## src/rtl/ldtu_hamm_tx.sv

```systemverilog
// ldtu_hamm_tx: 32-bit to 38-bit SEC Hamming encoder with a 1-deep valid/ready output
// register, a diagnostic single-bit error injector and an accepted-word counter.
module ldtu_hamm_tx #(
  parameter int Nbits_32  = 32,
  parameter int Nbits_ham = 38,
  parameter int CntBits   = 16
) (
  input  logic                 CLK,
  input  logic                 reset,
  input  logic                 in_valid,
  output logic                 in_ready,
  input  logic [Nbits_32-1:0]  data_in,
  input  logic                 inject_en,
  input  logic [5:0]           inject_pos,
  output logic                 out_valid,
  input  logic                 out_ready,
  output logic [Nbits_ham-1:0] data_ham_in,
  output logic [CntBits-1:0]   word_count
);
  logic [Nbits_ham-1:0] d_map, ham_enc, inj_mask, ham_d, ham_q;
  logic                 valid_d, valid_q, accept, par;
  logic [CntBits-1:0]   cnt_d, cnt_q;

  assign in_ready    = reset & (~valid_q | out_ready);
  assign accept      = in_valid & in_ready;
  assign out_valid   = valid_q;
  assign data_ham_in = ham_q;
  assign word_count  = cnt_q;

  // Data occupies every non-power-of-two position; parity k covers positions with bit k of (i+1) set.
  always_comb begin
    d_map = '0;
    d_map[2]     = data_in[0];
    d_map[6:4]   = data_in[3:1];
    d_map[14:8]  = data_in[10:4];
    d_map[30:16] = data_in[25:11];
    d_map[37:32] = data_in[31:26];
    ham_enc = d_map;
    par = 1'b0;
    for (int k = 0; k < 6; k++) begin
      par = 1'b0;
      for (int i = 0; i < Nbits_ham; i++)
        if (((i + 1) & (1 << k)) != 0) par = par ^ d_map[i];
      ham_enc[(1 << k) - 1] = par;
    end
    inj_mask = (inject_en && inject_pos != 6'd0 && inject_pos <= 6'd38) ?
               (Nbits_ham'(1) << (inject_pos - 6'd1)) : '0;
  end

  always_comb begin
    ham_d   = accept ? (ham_enc ^ inj_mask) : ham_q;
    valid_d = accept | (valid_q & ~out_ready);
    cnt_d   = cnt_q + CntBits'(accept);
  end

  always_ff @(posedge CLK or negedge reset)
    if (!reset) begin
      ham_q   <= '0;
      valid_q <= 1'b0;
      cnt_q   <= '0;
    end else begin
      ham_q   <= ham_d;
      valid_q <= valid_d;
      cnt_q   <= cnt_d;
    end
endmodule

```

## config.mk

```make
export PLATFORM = sky130hd
export DESIGN_NAME = ldtu_hamm_tx
export DESIGN_NICKNAME = d
export VERILOG_FILES = /design/src/rtl/ldtu_hamm_tx.sv
export SDC_FILE = /design/constraint.sdc
export NUM_CORES = 1
export LEC_CHECK = 0
export CAP_MARGIN = 20
export CORE_ASPECT_RATIO = 0.5
export CORE_UTILIZATION = 51
export DETAILED_ROUTE_END_ITERATION = 10
export PLACE_DENSITY = 0.86
export SETUP_SLACK_MARGIN = 0.5
export SYNTH_ARGS = -nofsm -noshare
export SYNTH_HDL_FRONTEND = slang
export SYNTH_SLANG_ARGS = --single-unit
export TNS_END_PERCENT = 30
```

## constraint.sdc

```tcl
create_clock -name CLK -period 3.5 [get_ports CLK]
set_clock_uncertainty 0.15 [all_clocks]
set_input_delay 0.525 -clock CLK [delete_from_list [all_inputs] [get_ports CLK]]
set_output_delay 0.525 -clock CLK [all_outputs]
set_load 0.1 [all_outputs]
```

## Word-level counts from Yosys, hierarchy flattened

Index checks and enable logic that the tools add are counted.

- Word-level logic and storage cells: 103
- Output and inout port bits: 56
- Register bits after elaboration: 55
- Input port bits: 43

- Bitwise logic cells: 92
- Add/sub/neg operators: 2
- Shift operators: 1
- Reduce and logical (&&, ||, !) cells: 3
- Multiplexer cells: 1
- Order comparisons: 1

Operators with widths:

| cell | number |
|---|---|
| $xor 1x1->1 | 84 |
| $mux 38 | 1 |
| $shl 1x6->38 const A | 1 |
| $xor 38x38->38 | 1 |
| $add 16x1->16 | 1 |
| $le 6x6->1 const B | 1 |
| $reduce_bool 6->1 | 1 |
| $sub 6x1->6 const B | 1 |
| $and 1x1->1 | 3 |
| $logic_and 1x1->1 | 2 |
| $not 1->1 | 2 |
| $or 1x1->1 | 2 |

## Longest topological paths before layout

Gate-level depths: netlist of the first run.

- Word-level depth: 18
- Depth in mapped cells: 11
- Mapped depth without buffers: 10

## Least setup slack after synthesis of the first run

No wires, ideal clock.

- Kind: register -> register
- From: register valid_q, in the netlist out_valid
- To: register cnt_q[12], in the netlist word_count[12]
- Stages on the path, launching flop included: 12
- Slack: -5 ps
- Required time: 3191 ps
- Setup time: 159 ps
- Data arrival time: 3196 ps
- Path buffers: 1
- Period minus slack after synthesis: 3505 ps
- Cell sequence: dfrtp_1 nand2b_1 and2_1 nand2_1 clkbuf_1 inv_1 ha_1 ha_1 nand3_1 nor2_1 nand2_1 xnor2_1

- Word-level cells in the longest chain between the ends: 5

RTL lines:

| item | line | RTL |
|---|---|---|
| start, declared | 21 | `logic valid_d, valid_q, accept, par;` |
| start signal, assigned | 63 | `valid_q <= valid_d;` |
| $not 1->1 | 24 | `assign in_ready = reset & (~valid_q \| out_ready);` |
| $or 1x1->1 | 24 |  |
| $and 1x1->1 | 24 |  |
| named net in_ready | 11 | `output logic in_ready,` |
| $and 1x1->1 | 25 | `assign accept = in_valid & in_ready;` |
| named net accept | 21 |  |
| $add 16x1->16 | 53 | `cnt_d = cnt_q + CntBits'(accept);` |
| named net cnt_d[12] | 22 | `logic [CntBits-1:0] cnt_d, cnt_q;` |
| end signal, assigned | 64 | `cnt_q <= cnt_d;` |
| end, declared | 22 |  |

The timed path passes the listed nets, and every way through them passes these cells.
A chain may end at the register's enable or synchronous reset.

## Final worst setup path of the first run

- From: input port inject_pos[4]
- To: register ham_q[0], in the netlist data_ham_in[0]

- Word-level cells in the longest chain between the ends: 5
- Elaborated cells between the ends (all ways): 8
- Classes of those cells: add/sub: 1; order compare: 1; shift: 1; mux: 1; bitwise: 1; reduce/logical: 3

RTL lines:

| item | line | RTL |
|---|---|---|
| start, declared | 14 | `input logic [5:0] inject_pos,` |
| branches (longest 3 deep; another with $sub 6x1->6) | n/a |  |
| $mux 38 (*) | 46 | `inj_mask = (inject_en && inject_pos != 6'd0 && inject_pos <= 6'd38) ?` |
| $xor 38x38->38 (*) | 51 | `ham_d = accept ? (ham_enc ^ inj_mask) : ham_q;` |
| end signal, assigned | 62 | `ham_q <= ham_d;` |
| end, declared | 20 | `logic [Nbits_ham-1:0] d_map, ham_enc, inj_mask, ham_d, ham_q;` |

Mark *: on every way between the ends.

==> PnR_summary.wiki, run 1 <==
{| class="wikitable"
! Metric !! Value
|-
| Result of the run || completed
|-
| Classification of the worst setup path || in -> reg
|-
| Sequential group share of total power || 28.0%
|-
| CTS resizes || 0
|-
| Worst slew pin tran || 1.01 ns
|-
| Post-Syn Nets || 386
|-
| Capture point of the worst reg-to-reg path || word_count[14]
|-
| Sequential area share after synthesis || 41.5%
|-
| Leakage || about 1.8 nW
|-
| Antenna diode count || 0
|-
| Relative contribution of the clock network to total power || between 10% and 20%
|-
| Pin count of the biggest net entering global routing || 76
|-
| Area fraction of the dominant cell type after synthesis || 41.5%
|-
| Met3 capacity usage during global routing || ~5.4%
|-
| Routed Antenna Nets || 0
|-
| HPWL after detailed placement || around 6600 microns
|-
| 1st-pass router iterations || 5
|-
| Top_reg_cell synth || dfrtp_1
|-
| Hold_buf cts || 0
|-
| Routed vias/inst || 5.14
|-
| Total via count after detailed routing || 2698
|-
| Worst skew pair latency || 0.29 ns
|-
| Gate count of the mapped netlist || 341
|-
| Area after detailed placement || 4380 sq um
|-
| Worst path max stage delay || 0.66 ns
|-
| Max-cap violation count || 0
|-
| Setup repair after global routing missed its margin || false
|-
| Startpoint types || input pin
|-
| Slew Limit Headroom || 32.7%
|-
| Met1 capacity usage during global routing || 39.4%
|-
| Synthesized area per cell || between 9 and 10 sq um
|-
| Int Power || 1.49 mW
|-
| Maximum vdd drop || 0.331 mV
|-
| Wirelength per Cell || around 16 microns
|-
| Switching share of total power || around 51%
|-
| Total design power || 3.03 mW
|-
| Number of placed cells counting well taps || 517
|-
| Library cell with the largest summed area after synthesis || dfrtp_1
|-
| Critical path's slowest cell || clkdlybuf4s50_1
|-
| Grt ovf || 0
|-
| Vias in the first global route || between 2000 and 3000
|-
| Portion of the clock cycle consumed by the worst path in the final layout || 77.0%
|-
| Routing layer with the top usage in global route || met2
|-
| Number of antenna violations at the first check in global routing || 0
|-
| Post-layout nets || 481
|-
| Number of port buffers || 98
|-
| Post-route cell area || about 4500 sq um
|-
| Capturing element type of the critical path || flop
|-
| Width of the chip || ~120 microns
|-
| CTS tree || built
|-
| Die Area || slightly below 7000 sq um
|-
| Critical path fanouts, max || 15
|-
| Top-Level Pins || approximately 100
|-
| P per Cell Area || about 670 nW/um^2
|-
| Tightest Hold Check Type || in -> async
|-
| Post-synth EDFFs || 0
|-
| Crit path DAT || 2.74 ns
|-
| GR Util met2 || 42.3%
|-
| Unique cell type count in the Yosys netlist || 32
|-
| Number of standard cells in the final layout excluding fillers || roughly 530
|-
| Critical-path cell list || clkdlybuf4s50_1 > nor4b_1 > nand3_1 > xor2_1 > xnor3_1 > mux2_2
|-
| Critical R2R Launch || out_valid
|-
| Row count || 20
|-
| Register-to-Register Setup Slack || 1.39 ns
|-
| # clock sinks || 55
|-
| Routed wire length || 8540 microns
|-
| Synth top area cells || dfrtp_1, xnor2_1, xor2_1
|-
| Total global routing track utilization || 27.2%
|-
| Achievable Freq || approximately 370 MHz
|-
| Clk root buf || clkbuf_16
|-
| Worst path required time || 3.54 ns
|-
| Violation count after the first detailed-route iteration || 205
|-
| Area of the placeable core || 6180 sq um
|-
| End point of the critical path || data_ham_in[0]
|-
| Global-route wire length before repair || 13700 microns
|-
| GP Congestion || 0.908
|-
| Post-CTS setup buffers || 0
|-
| Post-synthesis to final-layout area growth || 36.4%
|-
| H-tree levels || 2
|-
| Num CTS Buffers || 5
|-
| Setup TNS || 0 ns
|-
| Logic gate share of total power || about 55%
|-
| Number of slew-limit violations in the final report || 0
|-
| Length in cells of the worst reg-to-reg path || 10
|-
| Post-Syn Area || 3320 sq um
|-
| Post-synthesis async set-or-reset flop share || 100%
|-
| Worst setup path startpoint || inject_pos[4]
|-
| Layout cells sized above 1 || 4.35%
|-
| Net switching power || roughly 1.5 mW
|-
| Count of final setup violators || 0
|-
| CTS clock-pin slew for the worst setup and hold paths || 0.08 ns
|-
| Number of hold-slack violations in the final timing report || 0
|-
| Effective utilization at floorplan || 53.7%
|-
| Maximum clock path buffer count || 2
|-
| Height of the die || about 59 microns
|-
| Final critical delay including setup and external delays || 2.70 ns
|-
| Post-route DRC || 0
|-
| #FFs+latches synth || 55
|-
| Synth warnings || 0
|}
through the flow:
stage / hold slack, ns / worst slack, ns / util, %
floorplan: 0.0794 / 0.521 / -
global placement: 0.314 / 0.565 / 70.9
detailed placement: 0.314 / 0.533 / 70.9
CTS: 0.256 / 0.825 / 73.2
global route: 0.305 / 0.618 / 73.2
finish: 0.231 / 0.805 / 73.2
cell usage in the layout, fill, tap and decap left out, drive strengths merged:
cell type      count
nand4b             3
xor2              28
o21ai             37
and2               2
nand3             12
nor4bb             2
mux2               1
ha                 2
and3               3
dfrtp             55
inv                2
clkbuf             6
mux2i              1
or3                1
nand2b             2
nand4              9
and4               1
nor2b              8
clkinvlp           1
or4                1
xnor3              9
xnor2             64
nor4               1
nand2             55
nand3b             1
nor2              21
buf                7
nor4b              1
o31ai              1
nor3               1
clkdlybuf4s50     95
nor3b              4
power groups by stage:
stage / Sequential, mW / Combinational (mW) / Clock, mW
4_1_cts: 0.848 / 1.67 / 0.522
2_1_floorplan: 1.75 / 0.354 / 0
6_report: 0.847 / 1.67 / 0.512
5_1_grt: 0.864 / 1.73 / 0.542
3_3_place_gp: 0.852 / 1.65 / 0
3_5_place_dp: 0.860 / 1.67 / 0
worst min path at each step:
stage                   startpoint         endpoint  slack (ns)  cells past startpoint
global route                 reset   word_count[15]        0.31                      2
detailed placement  word_count[15]   word_count[15]        0.31                      1
finish                       reset   word_count[15]        0.23                      2
CTS                          reset  data_ham_in[23]        0.26                      2
floorplan                    reset   data_ham_in[0]        0.08                      0
global placement    word_count[15]   word_count[15]        0.31                      1
Yosys cell counts, drive strengths merged, types with 2 or more instances:
library cell,n
clkbuf,10
ha,2
nand2,55
xnor2,64
nor4bb,2
nand2b,2
and2,2
dfrtp,55
nand4b,3
nor2,21
xnor3,9
and3,3
xor2,28
o21ai,37
nor2b,8
nand4,9
buf,4
nand3,12
nor3b,4
registers in the layout, indices dropped and copies added, names as in the netlist:
register / cells
out_valid: 1
word_count: 16
data_ham_in: 38
final cells by class:
cell class	count	area, sq um
multi-input combinational	271	1890
fill	472	1660
sequential	55	1380
timing repair buffer	102	1000
clock buffer	6	129
tap	88	110
clock inverter	2	16.3
inverter	1	3.75
per-layer routing:
metal	vias to the layer above	wire length, microns
li1	1322	-
met2	78	3900
met5	-	0
met4	0	104
met3	10	511
met1	1288	4020
logic make-up after synthesis:
group,Yosys count,synth area share (%)
compound gates,38,5.81
buf+inv,15,1.73
fa+ha+maj,2,0.754
mux,2,0.641
simple gates,128,18.7
flops,55,41.5
xor+xnor,101,30.8
worst max-delay path, delay by kind of cell:
kind | cells | cell delay [ns]
AND/OR/NAND/NOR | 2 | 0.71
buffers and inverters | 1 | 0.66
XOR/XNOR | 2 | 0.58
multiplexers | 1 | 0.27
Power figures use the tool's default switching activity.
==> run 2, diff against run 1 <==
--- a/config.mk
+++ b/config.mk
@@ -7,9 +7,9 @@
 export LEC_CHECK = 0
 export CAP_MARGIN = 20
 export CORE_ASPECT_RATIO = 0.5
-export CORE_UTILIZATION = 51
+export CORE_UTILIZATION = 43
 export DETAILED_ROUTE_END_ITERATION = 10
-export PLACE_DENSITY = 0.86
+export PLACE_DENSITY = 0.77
 export SETUP_SLACK_MARGIN = 0.5
 export SYNTH_ARGS = -nofsm -noshare
 export SYNTH_HDL_FRONTEND = slang
==> constraint.sdc (replaced) <==
create_clock -name CLK -period 2.3 [get_ports CLK]
set_clock_uncertainty 0.15 [all_clocks]
set_input_delay 0.345 -clock CLK [delete_from_list [all_inputs] [get_ports CLK]]
set_output_delay 0.345 -clock CLK [all_outputs]
set_load 0.1 [all_outputs]
==> run 2 against run 1 <==
Global-route usage shrank 2.6 points. Clock power is 51% higher. Core utilization fell by 0.81 points. First-iteration DRC count increased by 2.0%. Combinational power up 63%. Sequential share of layout area fell by 4.7 points. Largest power group unchanged.
==> PnR_summary.wiki, run 2 (same netlist as run 1, synthesis figures left out) <==
{| class="wikitable"
! Metric !! Value
|-
| Result of the run || completed
|-
| P per Cell Area || 899 nW/um^2
|-
| GP Congestion || 0.918
|-
| Post-route cell area || 5360 sq um
|-
| Worst slew pin tran || 0.716 ns
|-
| Final critical delay including setup and external delays || between 1.5 and 2 ns
|-
| Number of antenna violations at the first check in global routing || 0
|-
| Height of the die || 64.1 microns
|-
| Critical Path Most Common Cell || xnor3_1
|-
| Max-cap violation count || 0
|-
| Post-layout nets || 565
|-
| Critical path fanouts, max || 2
|-
| # clock sinks || 55
|-
| Number of port buffers || between 90 and 100
|-
| Hold_buf cts || 0
|-
| Post-synthesis to final-layout area growth || 61.6%
|-
| Kind of cell adding the most delay to the critical path || XOR/XNOR gates
|-
| Area after detailed placement || between 4000 and 5000 sq um
|-
| Routed wire length || 10300 microns
|-
| Critical path's slowest cell || xnor3_1
|-
| Violation count after the first detailed-route iteration || 209
|-
| H-tree levels || 2
|-
| Global-route wire length before repair || 14900 microns
|-
| Antenna diode count || 0
|-
| Top-Level Pins || between 90 and 100
|-
| Register-to-Register Setup Slack || 0.46 ns
|-
| Net switching power || 2.45 mW
|-
| Layout cells sized above 1 || between 40 and 50%
|-
| Count of final setup violators || 0
|-
| Achievable Freq || 542 MHz
|-
| Number of fillers in the final layout || 540
|-
| Worst path required time || 2.36 ns
|-
| Row count || 22
|-
| Buf/Inv on CP || 2
|-
| Wirelength per Cell || 16.7 microns
|-
| Number of flip-flops under the largest register name || 38
|-
| CTS clock-pin slew for the worst setup and hold paths || 0.07 ns
|-
| Total via count after detailed routing || 3096
|-
| Maximum clock path buffer count || 2
|-
| Portion of the clock cycle consumed by the worst path in the final layout || roughly four fifths
|-
| Switching share of total power || 50.8%
|-
| Leakage || 2.54 nW
|-
| Number of hold-slack violations in the final timing report || 0
|-
| Crit path DAT || 1.91 ns
|-
| Classification of the worst setup path || in -> reg
|-
| Capturing element type of the critical path || flop
|-
| Critical-path cell list || buf_6 > xnor3_1 > xor2_2 > buf_4 > xor2_1 > xnor3_1 > o21ai_1
|-
| Commonest non-fill, non-tap cells in the layout || buf_4, dfrtp_1, nand2_1, xnor2_1, o21ai_1
|-
| CTS tree || built
|-
| Setup TNS || 0 ns
|-
| Effective utilization at floorplan || 44.8%
|-
| Post-route DRC || 0
|-
| HPWL after detailed placement || 7020 microns
|-
| Startpoint types || input pin
|-
| Relative contribution of the clock network to total power || 16.1%
|-
| Number of slew-limit violations in the final report || 0
|-
| Routed Antenna Nets || 0
|-
| Length in cells of the worst reg-to-reg path || 10
|-
| Sequential group share of total power || 27.3%
|-
| Vias in the first global route || 2954
|-
| Capture point of the worst reg-to-reg path || word_count[12]
|-
| Worst path max stage delay || 0.42 ns
|-
| Int Power || roughly 2.4 mW
|-
| Tightest Hold Check Type || in -> async
|-
| Routed vias/inst || around 5
|-
| Most frequent standard cell in the layout excluding fill and tap cells || buf_4
|-
| Num CTS Buffers || 5
|-
| Critical R2R Launch || out_valid
|-
| Pin count of the biggest net entering global routing || 76
|-
| Total global routing track utilization || roughly a quarter
|-
| Setup repair after global routing missed its margin || true
|-
| Maximum vdd drop || 0.611 mV
|-
| 1st-pass router iterations || 4
|-
| Die Area || 8090 sq um
|-
| Area of the placeable core || 7400 sq um
|-
| Clk root buf || clkbuf_16
|-
| Width of the chip || 126 microns
|-
| Slew Limit Headroom || 52.2%
|-
| Worst skew pair latency || 0.29 ns
|-
| Logic gate share of total power || 56.7%
|-
| Grt ovf || 0
|}
==> run 2: cell types whose count changed in the layout (fill, tap and decap cells not counted), sizes merged <==
cell and change:
clkdlybuf4s50 -91, clkdlybuf4s15 +3, dlymetal6s2s +6, dlygate4sd2 +11, clkbuf +9, buf +146
==> run 2: worst max path at each step <==
stage	startpoint	to	slack, ns	depth (start not counted)
after floorplan	out_valid	word_count[13]	-0.21	10
after global placement	data_in[17]	data_ham_in[3]	-0.25	6
after detailed placement	data_in[17]	data_ham_in[3]	-0.30	6
after CTS	data_in[1]	data_ham_in[0]	0.34	7
after global routing	data_in[25]	data_ham_in[1]	0.38	9
final	data_in[20]	data_ham_in[1]	0.45	7
==> run 2: final cells by class <==
cell class                      instances  area, sq um  area share (%)
Timing Repair Buffer                  186         1540            28.8
Multi-Input combinational cell        271         2170            40.4
Clock inverter                          2         16.3           0.303
Sequential cell                        55         1380            25.7
Clock buffer                            6          129            2.40
Tap cell                               96          120            2.24
Inverter                                1         6.26           0.117
==> run 2: layer usage <==
metal / vias up / part of all wire (%) / track usage, %
met5: - / 0 / 0
met4: 0 / 2.0 / 5.12
met3: 16 / 8.4 / 5.11
met2: 116 / 48 / 41.2
met1: 1480 / 42 / 33.0
li1: 1484 / - / -
==> run 2: metrics by stage <==
step	hold WS [ns]	worst slack, ns	instances	util (%)	power [mW]
finish	0.122	0.455	617	72.4	4.82
global route	0.163	0.382	617	72.4	4.99
CTS	0.130	0.336	603	69.2	4.76
detailed placement	0.316	-0.300	589	65.0	3.92
global placement	0.306	-0.249	589	65.0	3.89
floorplan	-0.101	-0.213	341	-	3.23
==> run 2: power groups by stage <==
stage / clock network [mW] / registers (mW) / logic (mW)
after floorplan: 0 / 2.67 / 0.554
final: 0.774 / 1.32 / 2.73
after CTS: 0.787 / 1.31 / 2.66
after global routing: 0.826 / 1.34 / 2.83
after global placement: 0 / 1.33 / 2.57
after detailed placement: 0 / 1.33 / 2.59
==> run 2: what timing repair did <==
action                     4_1_cts  5_1_grt
buffers inserted                 6       14
setup endpoints to repair       39       38
gates resized for setup         75       71
pin swaps                       33       36
==> run 3, diff against run 2 <==
--- a/config.mk
+++ b/config.mk
@@ -7,9 +7,9 @@
 export LEC_CHECK = 0
 export CAP_MARGIN = 20
 export CORE_ASPECT_RATIO = 0.5
-export CORE_UTILIZATION = 43
+export CORE_UTILIZATION = 48
 export DETAILED_ROUTE_END_ITERATION = 10
-export PLACE_DENSITY = 0.77
+export PLACE_DENSITY = 0.81
 export SETUP_SLACK_MARGIN = 0.5
 export SYNTH_ARGS = -nofsm -noshare
 export SYNTH_HDL_FRONTEND = slang
==> constraint.sdc (replaced) <==
create_clock -name CLK -period 1.7 [get_ports CLK]
set_clock_uncertainty 0.15 [all_clocks]
set_input_delay 0.255 -clock CLK [delete_from_list [all_inputs] [get_ports CLK]]
set_output_delay 0.255 -clock CLK [all_outputs]
set_load 0.1 [all_outputs]
==> run 3 against run 2 <==
The flow now stops in global routing. Synthesized cell count stayed put. Synthesized area stayed put.
==> PnR_summary.wiki, run 3 <==
{| class="wikitable"
! Metric !! Value
|-
| Result of the run || did not finish
|-
| Last step reached || global routing
|-
| Tool error || [ERROR DPL-0033] detailed placement checks failed during check placement.
|-
| Number of port buffers || 98
|-
| Hold_buf cts || 0
|-
| Synth top area cells || dfrtp_1, xnor2_1, xor2_1
|-
| Post-synthesis share of cell area spent on xor and xnor gates || 30.8%
|-
| Post-synthesis async set-or-reset flop share || between 90% and 100%
|-
| Worst-path endpoint after global-route repair_timing || data_ham_in[27]$_DFFE_PN0P_/D
|-
| #FFs+latches synth || 55
|-
| Compound-cell area share of the yosys netlist || under 10%
|-
| Clk root buf || clkbuf_16
|-
| Row count || 20
|-
| Post-Syn Area || 3320 sq um
|-
| Worst endpoint kind after the last repair || sequential cell input
|-
| Unique cell type count in the Yosys netlist || 32
|-
| Combinational family with the most area after synthesis || XOR/XNOR gates
|-
| Effective utilization at floorplan || 52.2%
|-
| Top-Level Pins || 99
|-
| Number of antenna violations at the first check in global routing || 0
|-
| Post-synth EDFFs || 0
|-
| H-tree levels || 2
|-
| Top_reg_cell synth || dfrtp_1
|-
| Most numerous cell types in the synthesized netlist || xnor2_1, dfrtp_1, nand2_1
|-
| Synthesized area per cell || around 10 sq um
|-
| Post-Syn Nets || 386
|-
| GP Congestion || 0.899
|-
| Number of placed cells counting well taps || 600
|-
| Most instantiated library cell after synthesis || xnor2_1
|-
| Synth warnings || 0
|-
| Pin count of the biggest net entering global routing || 76
|-
| Width of the chip || 120 microns
|-
| Gate count of the mapped netlist || 341
|-
| Height of the die || between 60 and 70 microns
|-
| Library cell with the largest summed area after synthesis || dfrtp_1
|-
| Share of synthesized area spent on multiplexers || 0.641%
|-
| Post-synthesis adder-cell area fraction || 0.754%
|-
| Num CTS Buffers || 5
|-
| Area fraction of the dominant cell type after synthesis || ~41%
|-
| Sequential area share after synthesis || 41.5%
|-
| # clock sinks || 55
|-
| Maximum clock path buffer count || 2
|-
| HPWL after detailed placement || 8740 microns
|-
| Post-synthesis simple-gate area fraction || 18.7%
|}
run 3: logic make-up after synthesis:
logic type	after synthesis
AND/OR/NAND/NOR	128
AO/OA/AOI/OAI	38
XOR/XNOR	101
adder cells (fa/ha/maj)	2
buffers and inverters	15
flip-flops	55
multiplexers	2
run 3: metrics by stage:
step                      TNS (ns)  cell area, sq um  hold slack, ns  worst slack, ns
after floorplan             -16.71              3390          -0.191           -0.813
after global placement      -19.76              5620           0.331           -0.748
after detailed placement    -24.45              5620           0.357           -0.808
after CTS                    -5.27              6060          0.0376           -0.225
run 3: timing repair:
item,in CTS
buffers inserted,10
resized for setup,104
setup endpoints to repair,111
pin swaps,39
==> run 4, diff against run 3 <==
--- a/config.mk
+++ b/config.mk
@@ -6,11 +6,9 @@
 export NUM_CORES = 1
 export LEC_CHECK = 0
 export CAP_MARGIN = 20
-export CORE_ASPECT_RATIO = 0.5
-export CORE_UTILIZATION = 48
+export CORE_UTILIZATION = 37
 export DETAILED_ROUTE_END_ITERATION = 10
-export PLACE_DENSITY = 0.81
-export SETUP_SLACK_MARGIN = 0.5
+export PLACE_DENSITY_LB_ADDON = 0.15
 export SYNTH_ARGS = -nofsm -noshare
 export SYNTH_HDL_FRONTEND = slang
 export SYNTH_SLANG_ARGS = --single-unit
==> run 4 against run 3 <==
The flow now finishes, with violations (negative setup slack).
==> PnR_summary.wiki, run 4 (same netlist as run 1, synthesis figures left out) <==
{| class="wikitable"
! Metric !! Value
|-
| Result of the run || complete, but fails checks
|-
| Failing checks || negative setup slack
|-
| 1st-pass router iterations || 4
|-
| Logic gate share of total power || 63.2%
|-
| Die Area || about 9400 sq um
|-
| Worst-case hold slack || about 0.13 ns
|-
| Critical path's slowest cell || dfrtp_4
|-
| Kind of cell adding the most delay to the critical path || simple AND/OR/NAND/NOR gates
|-
| Routed wire length || 9780 microns
|-
| Routed Antenna Nets || 0
|-
| Grt ovf || 0
|-
| CTS tree || built
|-
| Net switching power || 3.40 mW
|-
| Wirelength per Cell || around 15 microns
|-
| Worst Setup Slack, final || -0.175 ns
|-
| Number of port buffers || slightly below 100
|-
| Int Power || 3.66 mW
|-
| Portion of the clock cycle consumed by the worst path in the final layout || 110%
|-
| Post-synthesis to final-layout area growth || 84.0%
|-
| Critical-path cell list || nand2b_4 > and2_4 > nand2_4 > inv_4 > ha_4 > nand4_1 > nor2_2 > nand3_1 > xnor2_1
|-
| Buf/Inv on CP || 1
|-
| HPWL after detailed placement || 7490 microns
|-
| Violation count after the first detailed-route iteration || about 110
|-
| Worst path max stage delay || around 0.5 ns
|-
| Effective utilization at floorplan || 38.0%
|-
| Num CTS Buffers || 5
|-
| Number of slew-limit violations in the final report || 0
|-
| Count of final setup violators || 14
|-
| Setup repair after global routing missed its margin || true
|-
| Total via count after detailed routing || 3120
|-
| Number of hold-slack violations in the final timing report || 0
|-
| Relative contribution of the clock network to total power || between 10% and 20%
|-
| Worst slew pin tran || 0.700 ns
|-
| Setup TNS || -1.21 ns
|-
| Layout cells sized above 1 || 43.8%
|-
| Pre-CTS worst setup slack || -0.842 ns
|-
| Post-layout nets || 578
|-
| Leakage || 2.76 nW
|-
| Antenna diode count || 0
|-
| Area of the placeable core || 8720 sq um
|-
| Critical R2R Launch || out_valid
|-
| Capture point of the worst reg-to-reg path || word_count[13]
|-
| Maximum vdd drop || 0.794 mV
|-
| # clock sinks || 55
|-
| Startpoint types || flop
|-
| Most frequent standard cell in the layout excluding fill and tap cells || buf_4
|-
| Tightest Hold Check Type || in -> reg
|-
| Pin count of the biggest net entering global routing || 56
|-
| GP Congestion || 0.874
|-
| Worst setup path startpoint || out_valid
|-
| Critical path fanouts, max || 3
|-
| Top-Level Pins || 99
|-
| Width of the chip || 96.7 microns
|-
| CTS clock-pin slew for the worst setup and hold paths || 0.10 ns
|-
| Maximum clock path buffer count || 2
|-
| Worst skew pair latency || a little over 0.3 ns
|-
| H-tree levels || 2
|-
| Achievable Freq || 533 MHz
|-
| End point of the critical path || word_count[13]
|-
| Crit path DAT || 1.93 ns
|-
| Post-route DRC || 0
|-
| Row count || 34
|-
| Switching share of total power || 48.2%
|-
| Slew Limit Headroom || 53.3%
|-
| Number of antenna violations at the first check in global routing || 0
|-
| Classification of the worst setup path || reg -> reg
|-
| Critical path depth in cells || 9
|-
| Final critical delay including setup and external delays || 1.88 ns
|-
| Worst path required time || 1.75 ns
|-
| Commonest non-fill, non-tap cells in the layout || buf_4, buf_12, dfrtp_1, nand2_1, xnor2_1
|-
| Global-route wire length before repair || 16100 microns
|-
| Register-to-Register Setup Slack || -0.18 ns
|-
| Height of the die || 96.7 microns
|-
| Total global routing track utilization || 21.5%
|-
| Length in cells of the worst reg-to-reg path || 9
|-
| Vias in the first global route || 3320
|-
| Routed vias/inst || roughly 4.9
|-
| Clk root buf || clkbuf_8
|-
| Max-cap violation count || 0
|-
| P per Cell Area || 1160 nW/um^2
|-
| Sequential group share of total power || 26.2%
|-
| Number of flip-flops under the largest register name || 38
|-
| Capturing element type of the critical path || flop
|}
-- run 4: routing by layer --
layer	GRT usage, %	share of wire (%)	vias to the layer above
met5	0	0	-
met4	5.51	2.1	0
met3	2.89	4.6	21
met2	38.1	50	103
met1	27.5	43	1491
li1	-	-	1505
-- run 4: cell type report --
cell class              count  area, sq um
repair buffers            199         2250
fillers                   662         2610
flip-flops and latches     55         1380
multi-input cells         271         2240
clock inverters             3         23.8
clock buffers               5         68.8
well taps                 108          135
inverters                   1         6.26
-- run 4: worst min-delay path: cells and delay by family --
kind | cells | cell delay (ns)
compound gates | 1 | 0.06
buf+inv | 1 | 0.12
xor+xnor | 1 | 0.12
-- run 4: how the worst min path moves through the flow --
stage | to | slack [ns] | cells after the start | from
2_1_floorplan | data_ham_in[0] | -0.19 | 0 | reset
3_3_place_gp | data_ham_in[26] | 0.32 | 2 | reset
3_5_place_dp | data_ham_in[28] | 0.32 | 2 | reset
4_1_cts | data_ham_in[4] | 0.17 | 4 | data_in[1]
5_1_grt | data_ham_in[14] | 0.14 | 3 | data_in[10]
6_report | data_ham_in[14] | 0.13 | 3 | data_in[10]
-- run 4: per-stage QoR --
| stage | area, sq um | total power [mW] | cells | util [%] |
|---|---|---|---|---|
| 3_3_place_gp | 5620 | 6.14 | 615 | 64.4 |
| 4_1_cts | 6030 | 7.08 | 641 | 69.2 |
| 6_report | 6110 | 7.06 | 642 | 70.0 |
| 5_1_grt | 6110 | 7.35 | 642 | 70.0 |
| 2_1_floorplan | 3380 | 4.37 | 341 | - |
| 3_5_place_dp | 5620 | 6.19 | 615 | 64.4 |
-- run 4: repair_timing --
action / CTS / global route
setup buffers: 18 / 3
hold endpoints to repair: 55 / 0
pin swaps: 41 / 23
hold buffers: 1 / 0
gates resized for setup: 92 / 40
setup endpoints to repair: 40 / 33
-- run 4: power by group through the flow --
stage	clock network (mW)	registers (mW)	logic (mW)
5_1_grt	0.844	1.89	4.62
3_5_place_dp	0	1.88	4.31
3_3_place_gp	0	1.87	4.27
4_1_cts	0.783	1.86	4.44
6_report	0.749	1.85	4.46
2_1_floorplan	0	3.62	0.749
==> RTL change 1 (settings of run 1) <==
Change the parameter `CntBits` from 16 to 24.
--- a/src/rtl/ldtu_hamm_tx.sv
+++ b/src/rtl/ldtu_hamm_tx.sv
@@ -5,3 +5,3 @@
   parameter int Nbits_ham = 38,
-  parameter int CntBits   = 16
+  parameter int CntBits   = 24
 ) (
Interface: changed (resized word_count); port bits go from 99 to 107. No check against the original RTL was run, so the function may have changed too.
==> RTL change 1 against run 1 <==
- maximum frequency up 3.2%
- critical path type is now flip-flop to output port
- wire length is 9.6% higher
- area after synthesis up 10%
- cell area is 14% higher
- sequential cell count rose by 8
- power grew 16%
- highest routed layer unchanged
- cell count increased by 9.1%
- worst setup slack improved by 83 ps
==> RTL change 1: results (changes against run 1) <==
- Status: complete, no violations
- Buffers on Ports: 106 (+8.2%)
- Fillers: 463 (-1.9%)
- Gr usage total: 0.263 (-0.00874)
- Compound-cell area share of the yosys netlist: 0.0530 (-0.00506)
- Synth top cells by count: nand2_1 (64), dfrtp_1 (63), xnor2_1 (57)
- Top cells by area, synth: dfrtp_1 (43%), xnor2_1 (14%), xor2_1 (8.9%)
- CTS Buf Count: 9 (+4)
- HPWL reported at the end of detailed placement: 6.91 mm (+4.3%)
- Storage cell area: 0.00158 mm² (+15%)
- Number of nets in the layout: 521 (+8.3%)
- Clock buf/inv share: 0.0564 (+0.0243)
- Post-synthesis sequential area ratio: 0.431 (+0.0161)
- Non-CTS buffers: 111 (+8.8%)
- Max IR drop VDD: 0.526 mV (+59%)
- Clock Buffer Count: 10 (+4)
- Fraction of area in non-clock buffers: 0.210 (-0.0113)
- Inverter count: 3 (+2)
- Crit Path Max Fanout: 5 (-10)
- Htree depth: 3 (+1)
- Worst Path Arrival: 1940 ps (-800 ps)
- Synthesized area per cell: 9.97 µm² (+2.4%)
- Vias per Instance: 5.29 (+2.9%)
- Largest net degree at the start of global routing: 78 (+2.6%)
- Worst setup margin: 887 ps (+82.7 ps)
- Post-detailed-route wirelength per cell: 16.3 µm (+0.46%)
- Worst Setup SP: word_count[19]$_DFF_PN0_
- Mux cell area share after synthesis: 0.00376 (-0.00265)
- Multi-Input Combinational: 288 (+6.3%)
-- RTL change 1: cell types whose count changed in the layout (fill, tap and decap cells not counted), moves of 4 or more --
cell and delta:
buf_4 +4, nand2_1 +9, o21ai_0 +30, xnor2_1 -5, nor2b_1 -6, clkbuf_16 +4, xor2_1 +9, dfrtp_1 +7
clkdlybuf4s50_1 +5, o21ai_1 -30
-- RTL change 1: routing by layer --
metal / up-vias / GRT usage / part of all wire
li1: 1435 / - / -
met1: 1483 / 0.332 / 0.43
met2: 94 / 0.432 / 0.49
met5: - / 0 / 0
met3: 17 / 0.0858 / 0.056
met4: 0 / 0.104 / 0.017
-- RTL change 1: worst reg2reg max path: stages, from the launching register on --
cell and delay (ps):
dfrtp_4 460, nand2b_1 100, and2_4 170, nand2_4 50
inv_1 50, ha_1 190, ha_2 230, nand3_4 110
nor3_4 240, nand3_2 160, nor2_1 160, xor2_1 160
==> RTL change 2 (settings of run 1) <==
Made on the original files. Reset style: synchronous (`reset`), changed in one clocked block.
--- a/src/rtl/ldtu_hamm_tx.sv
+++ b/src/rtl/ldtu_hamm_tx.sv
@@ -55,3 +55,3 @@
 
-  always_ff @(posedge CLK or negedge reset)
+  always_ff @(posedge CLK)
     if (!reset) begin
Check against the original RTL: differs if reset is asserted again (counterexample within 4 cycles, from zero or initial values and one cycle with reset low); with reset held inactive, the same outputs for 10 cycles.
==> RTL change 2 against run 1 <==
- power is 31% lower
- cell area is 2.5% lower
- first-iteration DRC count is 4.9% lower
- core utilization is 0.94 points lower
- via count is 4.3% higher
- wire length is 5.3% lower
- sequential cell count stayed put
- combinational power is 47% lower
- synthesized cell count is 7.0% higher
- count of clock-buffer cells in the layout stayed put
- area after synthesis is 2.4% lower
- global-route usage is 1.7 points lower
- worst setup slack better by 82 ps
- largest power group unchanged
- highest routed layer unchanged
==> RTL change 2: results (changes against run 1) <==
- Net Count, Synth: 410 (+6.2%)
- Max IR drop VDD: 0.276 mV (-17%)
- Mux cell area share after synthesis: 0.00309 (-0.00332)
- Adder-cell share of the synthesized area: 0.00772 (+0.000184)
- Crit-path leading delay family: buffers and inverters
- Setup slack, reg-to-reg: between 1000 and 1500 ps
- Htree depth: 2 (unchanged)
- Postcts setup bufs: 0 (unchanged)
- Async SR Flop Fraction: 0 (-1.00)
- Buffers on Ports: 98 (unchanged)
- M3 GR Usage: 0.0433 (-0.0109)
- HPWL reported at the end of detailed placement: 6.00 mm (-9.4%)
- Number of nets in the layout: 498 (+3.5%)
- Clk pin slew, worst setup/hold paths: around 70 ps
- Compound-cell area share of the yosys netlist: 0.0800 (+0.0219)
- Max stage delay on crit path: 780 ps (+120 ps)
- Max FFs per register: 38 (unchanged)
- Slew @ Worst Pin: 1010 ps (-0.585 ps)
- Skew-Pair Late Insertion Delay: approximately 300 ps
- Count of different cell masters after synthesis: 36 (+13%)
- Routed wire length: 8.08 mm (-5.3%)
- Maximum buffer depth of the clock tree: 2 (unchanged)
- Status: complete, no violations
- Synth top cells by count: dfxtp_1 (55), xnor2_1 (54), nand3_1 (52)
- Leakage Power: 1.55 nW (-16%)
- DRT Pass-1 Iters: 4 (-1)
- Largest net degree at the start of global routing: 77 (+1.3%)
- Gr usage total: 0.255 (-0.0165)
- Fraction of layout cells with a size suffix above 1: 0.0551 (+0.0116)
- Drt drc: 0 (unchanged)
- Hold WC Path Type: flip-flop to flip-flop
- First-pass GRT wire length: 12.8 mm (-6.3%)
- Synth Area in XOR/XNOR: 0.307 (-0.000992)
- Post-synthesis sequential area ratio: 0.340 (-0.0749)
- Crit Path Max Fanout: 14 (-1)
- RD Place Congestion: 0.853 (-6.0%)
- GR Layer Usage met2: 0.424 (+0.00162)
- Number of synthesized flops with an enable pin: 0 (unchanged)
- Post_cts resized: 0 (unchanged)
- Vias per Instance: 5.19 (+0.99%)
- CTS Root Cell: clkbuf_16
- Met1 GRT Util: 0.347 (-0.0468)
- Initial antenna violation count: 0 (unchanged)
- Top cells by area, synth: dfxtp_1 (34%), xnor2_1 (15%), xor2_1 (8.4%)
- Initial detailed-routing violation count: 195 (-4.9%)
- Worst Path Arrival: 2700 ps (-40 ps)
- Vias in the first global route: 2536 (-4.3%)
-- RTL change 2: cell count changes in the layout (fill, tap and decap cells not counted), sizes merged, moves of 5 or more --
| cell | change |
|---|---|
| nand3 | +40 |
| o21ai | +5 |
| xnor2 | -8 |
| a21boi | +5 |
| dfrtp | -55 |
| dfxtp | +55 |
| and2 | +11 |
| nor2 | -8 |
| nand2 | -30 |
| nand4 | -5 |
-- RTL change 2: layout make-up --
class | instances | area [µm²]
clock inverter | 2 | 17.5
tap | 88 | 110
multi-input combinational | 289 | 2050
fill | 490 | 1690
inverter | 2 | 7.51
sequential | 55 | 1100
clock buffer | 6 | 129
timing repair buffer | 100 | 993
-- RTL change 2: metrics by stage --
step                      cells  hold slack, ps  setup slack [ps]  utilization  instance area [µm²]
final                       542             313               886        0.723                 4410
after global routing        542             345               664        0.723                 4410
after CTS                   542             313               897        0.723                 4410
after detailed placement    534             303               612        0.699                 4270
after global placement      534             299               697        0.699                 4270
after floorplan             365             506               688            -                 3240
-- RTL change 2: final timing paths --
check,start,to,cells past startpoint
setup / recovery,inject_pos[2],data_ham_in[3]$_SDFFE_PN0P_,6
hold / removal,data_ham_in[19]$_SDFFE_PN0P_,data_ham_in[19]$_SDFFE_PN0P_,2
setup reg to reg,out_valid$_SDFF_PN0_,word_count[12]$_SDFF_PN0_,11
hold reg to reg,data_ham_in[19]$_SDFFE_PN0P_,data_ham_in[19]$_SDFFE_PN0P_,2
-- RTL change 2: tightest hold or removal path: stages, from the launching register on --
cell and delay (ps):
dfxtp_1 310, nand3_1 60, o21ai_1 50
-- RTL change 2: cell families after synthesis --
family | count (synthesis)
muxes | 1
AOI/OAI and AO/OA | 48
xor gates and xnor gates | 97
DFF | 55
adders and majority gates | 2
buffers and inverters | 21
and+or+nand+nor | 141
-- RTL change 2: metal layers --
layer | up-vias | wire (µm)
li1 | 1410 | -
met1 | 1311 | 3880
met2 | 80 | 3730
met3 | 12 | 365
met4 | 0 | 113
met5 | - | 0
-- RTL change 2: where the power goes --
group / switching, mW / internal (mW) / leakage (nW)
Clock: 0.237 / 0.269 / 0.0710
Combinational: 0.576 / 0.308 / 1.03
Sequential: 0.0266 / 0.677 / 0.451
Total: 0.839 / 1.25 / 1.55
